`src/rtl/vm_pkg.sv`:
```
// Shared vending-machine definitions: note denominations, one-hot note codes,
// dispenser state encoding and the code-to-value helper.
package vm_pkg;

  localparam int unsigned DENOM_50 = 50;
  localparam int unsigned DENOM_20 = 20;
  localparam int unsigned DENOM_10 = 10;
  localparam int unsigned DENOM_5  = 5;
  localparam int unsigned DENOM_1  = 1;

  // One-hot {50,20,10,5,1}, same encoding as the payment-input stage.
  localparam logic [4:0] NOTE_NONE = 5'b00000;
  localparam logic [4:0] NOTE_50   = 5'b10000;
  localparam logic [4:0] NOTE_20   = 5'b01000;
  localparam logic [4:0] NOTE_10   = 5'b00100;
  localparam logic [4:0] NOTE_5    = 5'b00010;
  localparam logic [4:0] NOTE_1    = 5'b00001;

  typedef enum logic [5:0] {
    StIdle   = 6'b000001,
    StSelect = 6'b000010,
    StIssue  = 6'b000100,
    StGap    = 6'b001000,
    StDone   = 6'b010000,
    StFault  = 6'b100000
  } disp_state_e;

  function automatic logic [7:0] note_value(input logic [4:0] code);
    case (code)
      NOTE_50: return 8'(DENOM_50);
      NOTE_20: return 8'(DENOM_20);
      NOTE_10: return 8'(DENOM_10);
      NOTE_5:  return 8'(DENOM_5);
      NOTE_1:  return 8'(DENOM_1);
      default: return 8'd0;
    endcase
  endfunction

endpackage

```
`src/rtl/note_selector.sv`:
```
// Greedy denomination picker: largest note not exceeding the remaining balance,
// or no note when nothing is left.
module note_selector
  import vm_pkg::*;
#(
  parameter int unsigned WIDTH = 8
) (
  input  logic [WIDTH-1:0] remain,
  output logic [4:0]       note_code
);

  logic [31:0] amt;
  assign amt = 32'(remain);

  always_comb begin
    note_code = NOTE_NONE;
    if (amt >= DENOM_50) begin
      note_code = NOTE_50;
    end else if (amt >= DENOM_20) begin
      note_code = NOTE_20;
    end else if (amt >= DENOM_10) begin
      note_code = NOTE_10;
    end else if (amt >= DENOM_5) begin
      note_code = NOTE_5;
    end else if (amt >= DENOM_1) begin
      note_code = NOTE_1;
    end
  end

endmodule

```
`src/rtl/change_dispenser.sv`:
```
// Change payout engine: pays a latched amount out one note at a time over a
// valid/ack handshake to the hopper, with inter-note recovery gap and ack timeout.
module change_dispenser
  import vm_pkg::*;
#(
  parameter int unsigned WIDTH       = 8,
  parameter int unsigned GAP_CYCLES  = 4,
  parameter int unsigned ACK_TIMEOUT = 1000
) (
  input  logic             sys_clk,
  input  logic             sys_rst_n,
  input  logic             start,
  input  logic [WIDTH-1:0] change_amt,
  input  logic             note_ack,
  input  logic             fault_clr,
  output logic             busy,
  output logic             note_valid,
  output logic [4:0]       note_code,
  output logic [WIDTH-1:0] remain,
  output logic [WIDTH-1:0] notes_issued,
  output logic             done,
  output logic             fault
);

  localparam int unsigned TmoW = (ACK_TIMEOUT > 1) ? $clog2(ACK_TIMEOUT) : 1;
  localparam int unsigned GapW = (GAP_CYCLES > 1) ? $clog2(GAP_CYCLES) : 1;

  disp_state_e     state_q;
  logic [TmoW-1:0] tmo_cnt_q;
  logic [GapW-1:0] gap_cnt_q;
  logic [4:0]      sel_code;

  note_selector #(
    .WIDTH (WIDTH)
  ) u_note_selector (
    .remain    (remain),
    .note_code (sel_code)
  );

  // sys_rst_n is active-high despite its name.
  always_ff @(posedge sys_clk or posedge sys_rst_n) begin
    if (sys_rst_n) begin
      state_q      <= StIdle;
      tmo_cnt_q    <= '0;
      gap_cnt_q    <= '0;
      busy         <= 1'b0;
      note_valid   <= 1'b0;
      note_code    <= NOTE_NONE;
      remain       <= '0;
      notes_issued <= '0;
      done         <= 1'b0;
      fault        <= 1'b0;
    end else begin
      unique case (state_q)
        StIdle: begin
          if (start) begin
            remain       <= change_amt;
            notes_issued <= '0;
            busy         <= 1'b1;
            state_q      <= StSelect;
          end
        end

        StSelect: begin
          if (remain == '0) begin
            done    <= 1'b1;
            state_q <= StDone;
          end else begin
            note_code  <= sel_code;
            note_valid <= 1'b1;
            tmo_cnt_q  <= '0;
            state_q    <= StIssue;
          end
        end

        StIssue: begin
          // An ack on the final timeout cycle takes priority over the fault.
          if (note_ack) begin
            remain <= remain - WIDTH'(note_value(note_code));
            if (notes_issued != '1) begin
              notes_issued <= notes_issued + WIDTH'(1);
            end
            note_valid <= 1'b0;
            note_code  <= NOTE_NONE;
            gap_cnt_q  <= '0;
            state_q    <= StGap;
          end else if (32'(tmo_cnt_q) == ACK_TIMEOUT - 1) begin
            note_valid <= 1'b0;
            note_code  <= NOTE_NONE;
            fault      <= 1'b1;
            state_q    <= StFault;
          end else begin
            tmo_cnt_q <= tmo_cnt_q + TmoW'(1);
          end
        end

        StGap: begin
          // GAP occupies GAP_CYCLES cycles, minimum one.
          if (32'(gap_cnt_q) + 32'd1 >= GAP_CYCLES) begin
            state_q <= StSelect;
          end else begin
            gap_cnt_q <= gap_cnt_q + GapW'(1);
          end
        end

        StDone: begin
          done    <= 1'b0;
          busy    <= 1'b0;
          state_q <= StIdle;
        end

        StFault: begin
          if (fault_clr) begin
            fault   <= 1'b0;
            state_q <= StSelect;
          end
        end

        default: begin
          state_q <= StIdle;
        end
      endcase
    end
  end

  note_code_idle_a : assert property (@(posedge sys_clk) disable iff (sys_rst_n)
    !note_valid |-> note_code == NOTE_NONE);
  note_code_onehot_a : assert property (@(posedge sys_clk) disable iff (sys_rst_n)
    note_valid |-> $onehot(note_code));

endmodule

```
`config.mk`:
```
export PLATFORM = sky130hd
export DESIGN_NAME = change_dispenser
export DESIGN_NICKNAME = d
export VERILOG_FILES = /design/src/rtl/vm_pkg.sv /design/src/rtl/note_selector.sv /design/src/rtl/change_dispenser.sv
export SDC_FILE = /design/constraint.sdc
export NUM_CORES = 1
export LEC_CHECK = 0
export ABC_CLOCK_PERIOD_IN_PS = 2150
export BUFFER_PORTS_ARGS = -buffer_cell sky130_fd_sc_hd__buf_2
export CAP_MARGIN = 20
export CORE_UTILIZATION = 27
export CTS_CLUSTER_SIZE = 30
export DETAILED_ROUTE_END_ITERATION = 7
export GPL_ROUTABILITY_DRIVEN = 1
export SYNTH_ARGS = -nofsm -noshare
export SYNTH_HDL_FRONTEND = slang
export SYNTH_SLANG_ARGS = --single-unit
```
`constraint.sdc`:
```
create_clock -name sys_clk -period 2.15 [get_ports sys_clk]
set_clock_uncertainty 0.05 [all_clocks]
set_input_delay 0.43 -clock sys_clk [delete_from_list [all_inputs] [get_ports sys_clk]]
set_output_delay 0.43 -clock sys_clk [all_outputs]
set_load 0.1 [all_outputs]
```
==> results of run 1 <==
cells by family after synthesis:
| group | count (synthesis) |
|---|---|
| XOR/XNOR | 16 |
| multiplexers | 4 |
| buffers and inverters | 28 |
| AO/OA/AOI/OAI | 66 |
| flip-flops | 43 |
| adder cells (fa/ha/maj) | 10 |
| AND/OR/NAND/NOR | 133 |
worst paths after layout:
| kind | end | slack [ns] | cells after the start |
|---|---|---|---|
| max in group asynchronous | state_q[0] | 1.68 | 3 |
| min in group sys_clk | state_q[5] | 0.26 | 2 |
| min reg2reg | gap_cnt_q[0] | 0.45 | 1 |
| max | remain[7] | -0.24 | 8 |
| min | note_valid | 0.1 | 3 |
| max reg2reg | remain[7] | -0.24 | 8 |
worst min-delay path: stages:
cell and delay, ns:
buf_2 0.10, clkinv_1 0.06, buf_12 0.24
metal layers:
layer	vias up	routed length (um)	track usage
met2	54	3570	0.253
met1	1237	3310	0.197
li1	1243	-	-
met3	9	249	0.0187
met5	-	0	0
met4	0	127	0.0569
through the flow:
| stage | setup slack (ns) | hold slack (ns) |
|---|---|---|
| after floorplan | -0.355 | 0.417 |
| after global placement | -0.244 | 0.434 |
| after detailed placement | -0.367 | 0.440 |
| after CTS | -0.237 | 0.120 |
| after global routing | -0.319 | 0.135 |
| final | -0.235 | 0.0985 |
cell usage after synthesis, types with 2 or more instances:
| library cell | count |
|---|---|
| nand2b_1 | 5 |
| nor4_1 | 9 |
| o21ai_0 | 15 |
| inv_1 | 16 |
| nand4_1 | 5 |
| or3_1 | 5 |
| nor2_1 | 29 |
| a21oi_1 | 14 |
| nand3_1 | 11 |
| mux2_2 | 3 |
| ha_1 | 9 |
| nor3_1 | 14 |
| a211oi_1 | 3 |
| a32o_1 | 2 |
| o31ai_1 | 4 |
| a31o_2 | 2 |
| o22ai_1 | 4 |
| xor2_1 | 4 |
| buf_2 | 4 |
| o21a_1 | 3 |
| or4_1 | 6 |
| xnor2_1 | 12 |
| dfrtp_1 | 42 |
| o211ai_1 | 4 |
| clkbuf_1 | 6 |
| a31oi_1 | 4 |
| nand2_1 | 37 |
| nand3b_1 | 3 |
| nor2b_1 | 3 |
final cells by class:
cell class / instances / area [um2] / area share
timing repair buffer: 87 / 592 / 0.158
tap: 129 / 161 / 0.0432
multi-input combinational: 229 / 1720 / 0.459
clock buffer: 7 / 76.3 / 0.0204
inverter: 16 / 60.1 / 0.0161
sequential: 43 / 1130 / 0.302
clock inverter: 1 / 5.00 / 0.00134
sequential cells by signal (all words and copies together) (netlist names):
name	cells
fault	1
tmo_cnt_q	10
busy	1
notes_issued	8
done	1
note_valid	1
note_code	5
state_q	6
gap_cnt_q	2
remain	8
report_power, final:
group	leakage [nW]	total, mW	switching [mW]	internal (mW)
Sequential	0.518	1.43	0.361	1.07
Clock	0.0422	0.519	0.290	0.229
Combinational	0.979	4.23	2.54	1.69
timing repair:
item / in CTS / in global routing
setup buffers: 1 / 2
endpoints found under the setup margin: 16 / 34
resized for setup: 14 / 37
pin swaps: 3 / 13
endpoints found under the hold margin: 0 / 0
==> impl_metrics.yaml, run 1 <==
setup_path:
  crit_arrival_ns: 2.54
  path_buf_inv: 0
  rr_startpoint: "note_code[1]"
  cp_slowest_cell: "dfrtp_4"
  crit_type: "reg -> reg"
  crit_fanout: 4
  worstPathCellList: "xnor2_1 -> or4_4 -> ha_4 -> nor2_2 -> a211oi_2 -> o21ai_1 -> a31o_2 -> a211oi_1"
  cp-end-kind: "flop"
  startpoint: "note_code[1]"
  slowest_delay_ns: 0.52
  worstPathRequired_ns: 2.31
  crit_family: "compound AO/OA/AOI/OAI gates"
  startpoint_type: "flop"
die:
  die_height_um: 101
  boundaryPins: 38
  die_area_um2: 10100
  start_util: 0.281
  die_w_um: 101
  core_area_um2: 9330
  rows: 35
detailed_routing:
  routedWlPerCell_um: 14.2
  first_pass_iters: 4
  vias: 2543
  wirelength_mm: 7.26
  drtIter0Drc: 92
  drc: 0
  ant_nets: 0
  vias_per_cell: 4.97
final_layout:
  fin_area_um2: 3740
  fin_cells: 512
  final_util: 0.401
  drive_above_1_share: 0.441
  n_antenna_cell: 0
  n_fill_cell: 929
  final_common_cell: "buf_4"
  area_growth_pct: 42.7
  final_nets: 405
  layout_common_cells: "buf_4 (45), nand2_1 (37), buf_2 (37)"
logic_synthesis:
  synth_top_family_by_area: "simple AND/OR/NAND/NOR gates"
  synth.area.mux_share: 0.0167
  synthXorXnorAreaFrac: 0.0535
  synthFlopType: "dfrtp_1"
  synth-seq-cells: 43
  yosys.area.top_type_share: 0.401
  synthAdderAreaFrac: 0.0506
  syn_area_per_cell_um2: 8.73
  synth_compound_area_frac: 0.169
  synth_top_cell_by_area: "dfrtp_1"
  syn-cell-area_um2: 2620
  synthSimpleGateAreaFrac: 0.253
  synthCells: 300
  async_flop_share: 1.00
  synth-edff-count: 0
  yosysUniqueCellTypes: 51
  synth.yosys.seq_area_share: 0.411
  synthTopCellsByArea: "dfrtp_1 (40%), nand2_1 (5.3%), ha_1 (4.3%)"
  yosysWarnings: 0
  syn-num-nets: 323
sta:
  fin_ws_ns: -0.235
  rsz0062_at_grt: "yes"
  tightest_slew_ns: 0.489
  slew_violations: 0
  period_minus_slack_ns: 2.39
  maxSlewHeadroom: 0.673
  final_hold_viol_count: 0
  setup_viol_count_final: 5
  finalSetupTns_ns: -0.633
  fmax_ghz: 0.419
  min_period_over_period: 1.11
clock_tree:
  cts_sinks: 43
  cts_buffer_depth: 2
  htreeDepth: 2
  clkTransAtPathRegs_ns: 0.09
  clock-root-buffer: "clkbuf_8"
  clk_latency_ns: 0.30
  cts_tree: "done"
  ctsHoldBuffers: 0
  cts_buffers: 5
power:
  powerDensity_nw_per_um2: 1650
  finalPower_mw: 6.18
  leakagePower_nw: 1.54
  ir_drop_v: 0.00114
grt:
  antenna_found_initial: 0
  grt_max_degree: 44
  grt_pass1_vias: 2539
  grt_use_total: 0.150
  grt_pass1_wl_mm: 12.1
  grt_overflow: 0
hold_path:
  hp-class: "in -> async"
placement:
  io_buffer_count: 37
  placed_cells: 501
  hpwl_mm: 5.36
  place_area_um2: 3410
  routabilityCongestion: 0.839
run_status:
  violations: "setup timing"
  status: "complete, but fails checks"
job:
  cap_violations: 0
No activity file was read; power rests on OpenSTA's default activity.
==> run 2: changes to the inputs <==
--- a/config.mk
+++ b/config.mk
@@ -12,6 +12,7 @@
 export CTS_CLUSTER_SIZE = 30
 export DETAILED_ROUTE_END_ITERATION = 7
 export GPL_ROUTABILITY_DRIVEN = 1
+export SETUP_SLACK_MARGIN = 0.1
 export SYNTH_ARGS = -nofsm -noshare
 export SYNTH_HDL_FRONTEND = slang
 export SYNTH_SLANG_ARGS = --single-unit
==> impl_metrics.yaml, run 2 (same netlist as run 1, synthesis figures left out) <==
die:
  die_area_um2: 10100
  boundaryPins: 38
  die_w_um: 101
  start_util: 0.281
  rows: 35
  die_height_um: 101
  core_area_um2: 9330
detailed_routing:
  wirelength_mm: 8.04
  vias_per_cell: 5.12
  drtIter0Drc: 127
  drc: 0
  ant_nets: 0
  routedWlPerCell_um: 15.3
  vias: 2700
  first_pass_iters: 4
sta:
  setup_viol_count_final: 11
  rsz0062_at_grt: "yes"
  fin_ws_ns: -0.217
  tightest_slew_ns: 0.492
  fmax_ghz: 0.423
  min_period_over_period: 1.10
  final_hold_viol_count: 0
  period_minus_slack_ns: 2.37
  maxSlewHeadroom: 0.670
  slew_violations: 0
final_layout:
  largest_reg_flops: 10
  n_antenna_cell: 0
  area_growth_pct: 59.0
  largestRegisters: "tmo_cnt_q: 10 flops, notes_issued: 8 flops, remain: 8 flops"
  drive_above_1_share: 0.528
  top_register: "tmo_cnt_q"
  final_nets: 420
  final_common_cell: "buf_4"
  layout_common_cells: "buf_4 (49), buf_2 (38), nand2_1 (32)"
clock_tree:
  clkTransAtPathRegs_ns: 0.10
  clock-root-buffer: "clkbuf_8"
  cts_tree: "done"
  cts_buffer_depth: 2
  cts_sinks: 43
  cts_buffers: 5
  htreeDepth: 2
  ctsHoldBuffers: 0
  clk_latency_ns: 0.30
job:
  cap_violations: 0
placement:
  pre_cts_ws_ns: -0.378
  io_buffer_count: 37
  routabilityCongestion: 0.827
  hpwl_mm: 5.33
grt:
  grt_pass1_wl_mm: 12.6
  grt_overflow: 0
  grt_use_total: 0.157
  grt_max_degree: 33
  antenna_found_initial: 0
  grt_pass1_vias: 2646
run_status:
  status: "complete, but fails checks"
  violations: "setup timing"
power:
  leakagePower_nw: 1.73
  powerDensity_nw_per_um2: 1700
  finalPower_mw: 7.10
  ir_drop_v: 0.00113
setup_path:
  crit_type: "reg -> reg"
  startpoint_type: "flop"
  crit_fanout: 4
  slowest_delay_ns: 0.52
  cp-end-kind: "flop"
  worstPathCellList: "xnor2_1 -> or4_4 -> ha_4 -> nor2_2 -> a211oi_2 -> o21ai_2 -> a31o_2 -> a211oi_1"
  r2r_setup_slack_ns: -0.22
  crit_arrival_ns: 2.53
  cp_slowest_cell: "dfrtp_4"
  worstPathRequired_ns: 2.31
hold_path:
  hp-class: "in -> async"
-- run 2: changes by cell type in the layout (fill, tap and decap cells not counted), moves of 4 or more --
cell,previous run,this run
buf_4,45,49
buf_6,3,10
nand2_1,37,32
nand2_2,0,4
nor3_4,1,5
o21ai_0,10,4
o21ai_2,1,8
-- run 2: area by class of cell --
class,count,area [um2]
fill,888,5160
multi-input combinational,229,1920
sequential,43,1130
timing repair buffer,102,778
tap,129,161
clock buffer,5,68.8
inverter,16,60.1
clock inverter,3,43.8
-- run 2: worst max-delay path, delay by kind of cell (launching register included) --
kind                     cells  cell delay, ns
XOR/XNOR                     1            0.14
AND/OR/NAND/NOR              2            0.48
adder cells (fa/ha/maj)      1            0.30
flip-flops                   1            0.52
AO/OA/AOI/OAI                4            0.78
-- run 2: path summary, 6_finish.rpt --
check,depth (start not counted),start,endpoint
setup / recovery,8,note_code[3],remain[7]
max in group asynchronous,3,sys_rst_n,note_code[3]
min in group sys_clk,2,fault_clr,state_q[5]
hold reg to reg,1,busy,busy
hold / removal,2,sys_rst_n,notes_issued[4]
setup reg to reg,8,note_code[3],remain[7]
-- run 2: what timing repair did --
| item | in CTS | in global routing |
|---|---|---|
| setup buffers | 2 | 19 |
| pin swaps | 13 | 32 |
| gates resized for setup | 35 | 51 |
| cloned | 1 | 1 |
| endpoints found under the setup margin | 36 | 35 |
-- run 2: stage by stage --
step	setup TNS (ns)	hold slack (ns)	cells	cell area [um2]	util
2_1_floorplan	-0.925	0.415	300	2920	-
3_3_place_gp	-0.952	0.375	496	3500	0.376
3_5_place_dp	-1.10	0.370	496	3500	0.376
4_1_cts	-0.700	0.0388	507	3800	0.407
5_1_grt	-2.06	0.0537	527	4170	0.447
6_report	-0.831	0.0290	527	4170	0.447
-- run 2: power breakdown --
part | total [mW] | internal [mW] | switching [mW]
logic | 4.98 | 2.09 | 2.89
clock network | 0.650 | 0.347 | 0.303
registers | 1.48 | 1.07 | 0.403
-- run 2: metal layers --
| layer | part of all wire | wire, um | up-vias | track usage |
|---|---|---|---|---|
| li1 | - | - | 1282 | - |
| met1 | 0.44 | 3520 | 1331 | 0.202 |
| met2 | 0.50 | 4060 | 68 | 0.267 |
| met3 | 0.031 | 253 | 19 | 0.0250 |
| met4 | 0.026 | 206 | 0 | 0.0546 |
| met5 | 0 | 0 | - | 0 |
